$ cat src/rtl/mult_div_seq.sv
// Iterative multiply/divide unit for MIPS mult/multu/div/divu, one bit per cycle.
// Optional MD_EARLY_OUT_EN: multiplies leave CALC once the remaining multiplier bits are zero.
module mult_div_seq #(
  parameter int unsigned WIDTH = 32
) (
  input  logic               clk,
  input  logic               rst,
  input  logic               start,
  input  logic [WIDTH-1:0]   a,
  input  logic [WIDTH-1:0]   b,
  input  logic               is_mult,
  input  logic               is_unsigned,
  output logic               busy,
  output logic               done,
  output logic [2*WIDTH-1:0] result,
  output logic               div_by_zero
);

  localparam int unsigned CntW = $clog2(WIDTH) + 1;

  typedef enum logic [1:0] {StIdle, StCalc, StFixup, StDone} state_e;

  state_e             state_q, state_d;
  logic [CntW-1:0]    cnt_q;
  logic               mult_q, neg_q_q, neg_r_q, bzero_q;
  logic [WIDTH-1:0]   a_raw_q, quo_q;
  logic [2*WIDTH-1:0] acc_q, opa_q;
  logic [WIDTH:0]     opb_q;
  logic [2*WIDTH-1:0] result_q;
  logic               dbz_q;

  logic               accept, calc_last;
  logic               a_neg, b_neg;
  logic [WIDTH:0]     a_mag, b_mag;
  logic [WIDTH:0]     rem_sh, rem_nx;
  logic               sub_ok;
  logic [2*WIDTH-1:0] prod_fx;
  logic [WIDTH-1:0]   quo_fx, rem_fx;

  assign accept = start && (state_q == StIdle || state_q == StDone);

  // Magnitudes are WIDTH+1 bits so the most negative operand keeps its full value.
  assign a_neg  = !is_unsigned && a[WIDTH-1];
  assign b_neg  = !is_unsigned && b[WIDTH-1];
  assign a_mag  = a_neg ? (~{1'b1, a} + 1'b1) : {1'b0, a};
  assign b_mag  = b_neg ? (~{1'b1, b} + 1'b1) : {1'b0, b};

  // Restoring division step; the remainder lives in the low WIDTH+1 bits of acc_q.
  assign rem_sh = {acc_q[WIDTH-1:0], opa_q[WIDTH-1]};
  assign sub_ok = rem_sh >= opb_q;
  assign rem_nx = sub_ok ? (rem_sh - opb_q) : rem_sh;

`ifdef MD_EARLY_OUT_EN
  assign calc_last = (cnt_q == CntW'(WIDTH - 1)) || (mult_q && opb_q[WIDTH:1] == '0);
`else
  assign calc_last = (cnt_q == CntW'(WIDTH - 1));
`endif

  assign prod_fx = neg_q_q ? (~acc_q + 1'b1) : acc_q;
  assign quo_fx  = bzero_q ? '1 : (neg_q_q ? (~quo_q + 1'b1) : quo_q);
  assign rem_fx  = bzero_q ? a_raw_q
                           : (neg_r_q ? (~acc_q[WIDTH-1:0] + 1'b1) : acc_q[WIDTH-1:0]);

  always_comb begin
    state_d = state_q;
    unique case (state_q)
      StIdle:  if (start) state_d = StCalc;
      StCalc:  if (calc_last) state_d = StFixup;
      StFixup: state_d = StDone;
      StDone:  state_d = start ? StCalc : StIdle;
      default: state_d = StIdle;
    endcase
  end

  always_ff @(posedge clk) begin
    if (rst) begin
      state_q  <= StIdle;
      cnt_q    <= '0;
      mult_q   <= 1'b0;
      neg_q_q  <= 1'b0;
      neg_r_q  <= 1'b0;
      bzero_q  <= 1'b0;
      a_raw_q  <= '0;
      quo_q    <= '0;
      acc_q    <= '0;
      opa_q    <= '0;
      opb_q    <= '0;
      result_q <= '0;
      dbz_q    <= 1'b0;
    end else begin
      state_q <= state_d;
      if (accept) begin
        cnt_q   <= '0;
        mult_q  <= is_mult;
        neg_q_q <= a_neg ^ b_neg;
        neg_r_q <= a_neg;
        bzero_q <= !is_mult && (b == '0);
        a_raw_q <= a;
        quo_q   <= '0;
        acc_q   <= '0;
        opa_q   <= {{(WIDTH-1){1'b0}}, a_mag};
        opb_q   <= b_mag;
        dbz_q   <= 1'b0;
      end else if (state_q == StCalc) begin
        cnt_q <= cnt_q + 1'b1;
        opa_q <= opa_q << 1;
        if (mult_q) begin
          if (opb_q[0]) acc_q <= acc_q + opa_q;
          opb_q <= opb_q >> 1;
        end else begin
          acc_q <= {{(WIDTH-1){1'b0}}, rem_nx};
          quo_q <= {quo_q[WIDTH-2:0], sub_ok};
        end
      end else if (state_q == StFixup) begin
        result_q <= mult_q ? prod_fx : {rem_fx, quo_fx};
        dbz_q    <= bzero_q;
      end
    end
  end

  assign busy        = (state_q == StCalc) || (state_q == StFixup);
  assign done        = (state_q == StDone);
  assign result      = result_q;
  assign div_by_zero = dbz_q;

endmodule

$ cat config.mk
export PLATFORM = sky130hd
export DESIGN_NAME = mult_div_seq
export DESIGN_NICKNAME = d
export VERILOG_FILES = /design/src/rtl/mult_div_seq.sv
export SDC_FILE = /design/constraint.sdc
export NUM_CORES = 1
export LEC_CHECK = 0
export BUFFER_PORTS_ARGS = -buffer_cell sky130_fd_sc_hd__buf_2
export CAP_MARGIN = 0
export CORE_MARGIN = 2
export CORE_UTILIZATION = 58
export CTS_BUF_LIST = sky130_fd_sc_hd__clkbuf_16
export DETAILED_ROUTE_END_ITERATION = 6
export GPL_TIMING_DRIVEN = 1
export PLACE_DENSITY_LB_ADDON = 0.3
export SYNTH_ARGS = -nofsm -noshare
export SYNTH_HDL_FRONTEND = slang
export SYNTH_SLANG_ARGS = --single-unit
$ cat constraint.sdc
create_clock -name clk -period 4.3 [get_ports clk]
set_input_delay 0.43 -clock clk [delete_from_list [all_inputs] [get_ports clk]]
set_output_delay 0.43 -clock clk [all_outputs]
set_load 0.005 [all_outputs]
==> reports/summary.txt <==
Outcome -> finished, violations left
Violated checks -> DRC
Die area -> 0.03878 mm²
Post-synth top area share -> 28.01%
Period utilization -> 91.36%
Peak supply drop -> 0.5089 mV
CP Capture Type -> flop
CP Buf/Inv Count -> 0
Tmin final -> 3929 ps
Critical Path Start Type -> flop
Port Buf Inserts -> 135
Largest net degree at the start of global routing -> 100
Reg-to-reg startpoint -> acc_q[2]$_SDFFE_PP0P_
Layout filler cell count -> 3,274
Fin area -> 0.02374 mm²
Max stage delay on crit path -> 900 ps
Synth Cell Area -> 0.02159 mm²
Placed inst area -> 0.02254 mm²
Nets -> 3,091
TritonCTS buffer count -> 36
CTS max path bufs -> 3
Initial Util -> 58.96%
Hold depth -> 3
Synth area leader -> dfxtp_1
Skew-Pair Late Insertion Delay -> 560 ps
Routed Antenna Nets -> 0
Synth unique cells -> 69
Antenna Diode Count -> 0
WS Path Type -> flop to flop
Total Wirelength -> 79,100 µm
Maximum fanout along the worst path -> 11
Root Buffer -> clkbuf_16
Layout cells sized above 1 -> 9.493%
Row count -> 70
R2R cell count -> 11
Setup violators final -> 0
Relative slew margins -> 27.21%
Area grow syn2layout -> 9.987%
Worst-margin pin slew -> 1090 ps
Max Slew Vio Count -> 0
Min-Delay Startpoint -> a[30]
GR Overflow Total -> 0
WP data arrival -> 4420 ps
Crit-path leading delay family -> compound AO/OA/AOI/OAI gates
Crit path required time -> 4790 ps
Max Clock Skew -> 19.33 ps
Gp weighted congestion -> 1.060
Residual DRC -> 1
Reg2reg end -> acc_q[58]$_SDFFE_PP0P_
Number of max-cap violations -> 0
Final TNS setup -> 0 ps
Chip height -> 196.9 µm
Initial DRT Pass Iterations -> 7
Number of global-route vias before repair -> 20,380
PwrDens -> 695.0 mW/mm²
# resized after CTS -> 0
Post-synth EDFFs -> 0
Via count -> 22,490
HP Class -> primary input to flop
Hold Fails Final Rpt -> 0
CP dominant cell by count -> nand3_1
Initial antenna violation count -> 0
First-pass GRT wire length -> 120,900 µm
Leak -> 9.718 nW
Dominant synthesized flop cell -> dfxtp_1
Reg2reg setup slack -> 370 ps
Synth Register Bits -> 302
Cells after Synth -> 2,892
Async set or reset register ratio after synthesis -> 0%
Crit path cell chain -> ha_1 > a211oi_1 > o21bai_1 > a221o_1 > nand3_1 > nand3_1 > o2111ai_1 > a21o_1 > a2111oi_0 > o21ai_0 > nand3_1
Core Region -> 0.03661 mm²
Post-CTS Setup Repair Bufs -> 0
Avg WL per Cell -> 23.22 µm
GRT Resource Usage Total -> 40.04%
CTS tree -> built
Seq. cell area -> 0.006052 mm²
Max Freq -> 254.5 MHz
Reg clk slew, reported paths -> 60 ps
Number of synthesis warnings -> 0
Worst min-delay path endpoint -> a_raw_q[30]$_SDFFE_PP0P_
Vias per inst -> 6.600
Main area contributors after synthesis -> dfxtp_1 (28%), xor2_1 (6.9%), a21oi_1 (6.8%)
Sequential cell area fraction in the yosys report -> 28.01%
CTS sink cnt -> 302
RSZ-0062 raised after global routing -> no
Syn Nets -> 3,069
IO Pins -> 136
Critical-path top delay cell -> a2111oi_0
Multi-input gate area -> 0.01449 mm²
Hpwl dp -> 60,110 µm
Number of H-tree levels -> 2
Cts-stage hold buffer count -> 0
1st-iter DRT viols -> 2,528
Synth Area per Inst -> 7.464 µm²
Die Span X -> 196.9 µm
==> cells in the final DEF, fill, tap and decap left out, types with 12 or more instances in the layout <==
cell type	count
a211oi_1	80
a21o_1	49
a21oi_1	295
a221oi_1	38
a22o_1	16
a311oi_1	36
a31oi_1	21
and2_1	14
and3_1	12
buf_2	134
buf_4	54
clkbuf_16	37
dfxtp_1	299
ha_1	105
inv_1	86
mux2i_1	73
nand2_1	384
nand2b_1	14
nand3_1	83
nand4_1	40
nor2_1	276
nor2b_1	17
nor3_1	49
nor4_1	17
o211ai_1	21
o21a_1	12
o21ai_0	157
o21bai_1	17
o31ai_1	48
o41ai_1	14
or2_2	14
or3_1	26
or4_1	15
xnor2_1	90
xor2_1	170
==> cells by family after synthesis <==
logic type / share of synthesized area [%]
and+or+nand+nor: 20.51
AOI/OAI and AO/OA: 26.13
DFF: 28.01
buffers and inverters: 5.083
xor gates and xnor gates: 10.55
adders and majority gates: 6.329
muxes: 3.385
==> cells in the mapped netlist (16+ instances only) <==
master,number
nand3_1,83
nor2b_1,18
clkbuf_1,183
nand2b_1,16
a311oi_1,36
or3_1,26
nand4_1,40
a21o_1,49
dfxtp_1,302
a21oi_1,295
nor3_1,49
o31ai_1,48
o21bai_1,17
a211oi_1,80
xnor2_1,90
mux2i_1,73
a31oi_1,21
a221oi_1,38
a22o_1,16
nand2_1,385
o211ai_1,21
nor2_1,279
inv_1,80
ha_1,106
xor2_1,170
nor4_1,17
o21ai_0,157
==> routing by layer <==
metal	vias to the layer above	part of all wire, %	GRT usage, %
li1	10430	-	-
met1	10570	43	56.85
met2	1303	42	59.15
met3	189	11	8.932
met4	0	4.0	14.84
met5	-	0	0
==> flip-flops by register name (all words and copies together) (netlist names) <==
signal       flops
acc_q           64
opa_q           64
result          64
opb_q           33
a_raw_q         32
quo_q           32
cnt_q            6
state_q          2
bzero_q          1
div_by_zero      1
mult_q           1
neg_q_q          1
neg_r_q          1
==> worst max-delay path by stage <==
stage	from	to	depth (start not counted)
after floorplan	acc_q[10]$_SDFFE_PP0P_	result[50]$_SDFFE_PP0P_	12
after global placement	acc_q[1]$_SDFFE_PP0P_	result[50]$_SDFFE_PP0P_	11
after detailed placement	acc_q[5]$_SDFFE_PP0P_	result[59]$_SDFFE_PP0P_	12
after CTS	acc_q[5]$_SDFFE_PP0P_	result[59]$_SDFFE_PP0P_	12
after global routing	acc_q[6]$_SDFFE_PP0P_	acc_q[58]$_SDFFE_PP0P_	11
final	acc_q[2]$_SDFFE_PP0P_	acc_q[58]$_SDFFE_PP0P_	11
==> through the flow <==
stage	cells	worst slack (ps)	util (%)	hold WS [ps]	total power [W]
final	3407	371.5	64.85	135.6	0.01650
after global routing	3407	44.71	64.85	146.6	0.01724
after CTS	3407	495.8	64.85	125.1	0.01610
after detailed placement	3344	522.0	61.58	443.9	0.01291
after global placement	3344	429.7	61.58	436.9	0.01287
after floorplan	2892	938.5	-	436.0	0.009883
==> power by group <==
group	switching, W	internal (W)	total [W]
Clock	0.00126	0.00192	0.00318
Combinational	0.00623	0.00313	0.00937
Sequential	0.000691	0.00327	0.00396
Total	0.00818	0.00832	0.0165
==> area by class of cell <==
cell class              instances  share of cell area, %
clock buffers                  37                  3.900
clock inverters                26                  1.154
inverters                      80                  1.265
multi-input cells            2304                  61.02
flip-flops and latches        302                  25.49
well taps                     468                  2.466
repair buffers                190                  4.701
==> worst reg2reg max path, cell delays in order, from the launching register on <==
cell and delay (ps):
dfxtp_1 640, ha_1 320, a211oi_1 120, o21bai_1 250, a221o_1 250, nand3_1 210
nand3_1 260, o2111ai_1 200, a21o_1 290, a2111oi_0 900, o21ai_0 260, nand3_1 140
No activity file was read; power rests on OpenSTA's default activity.
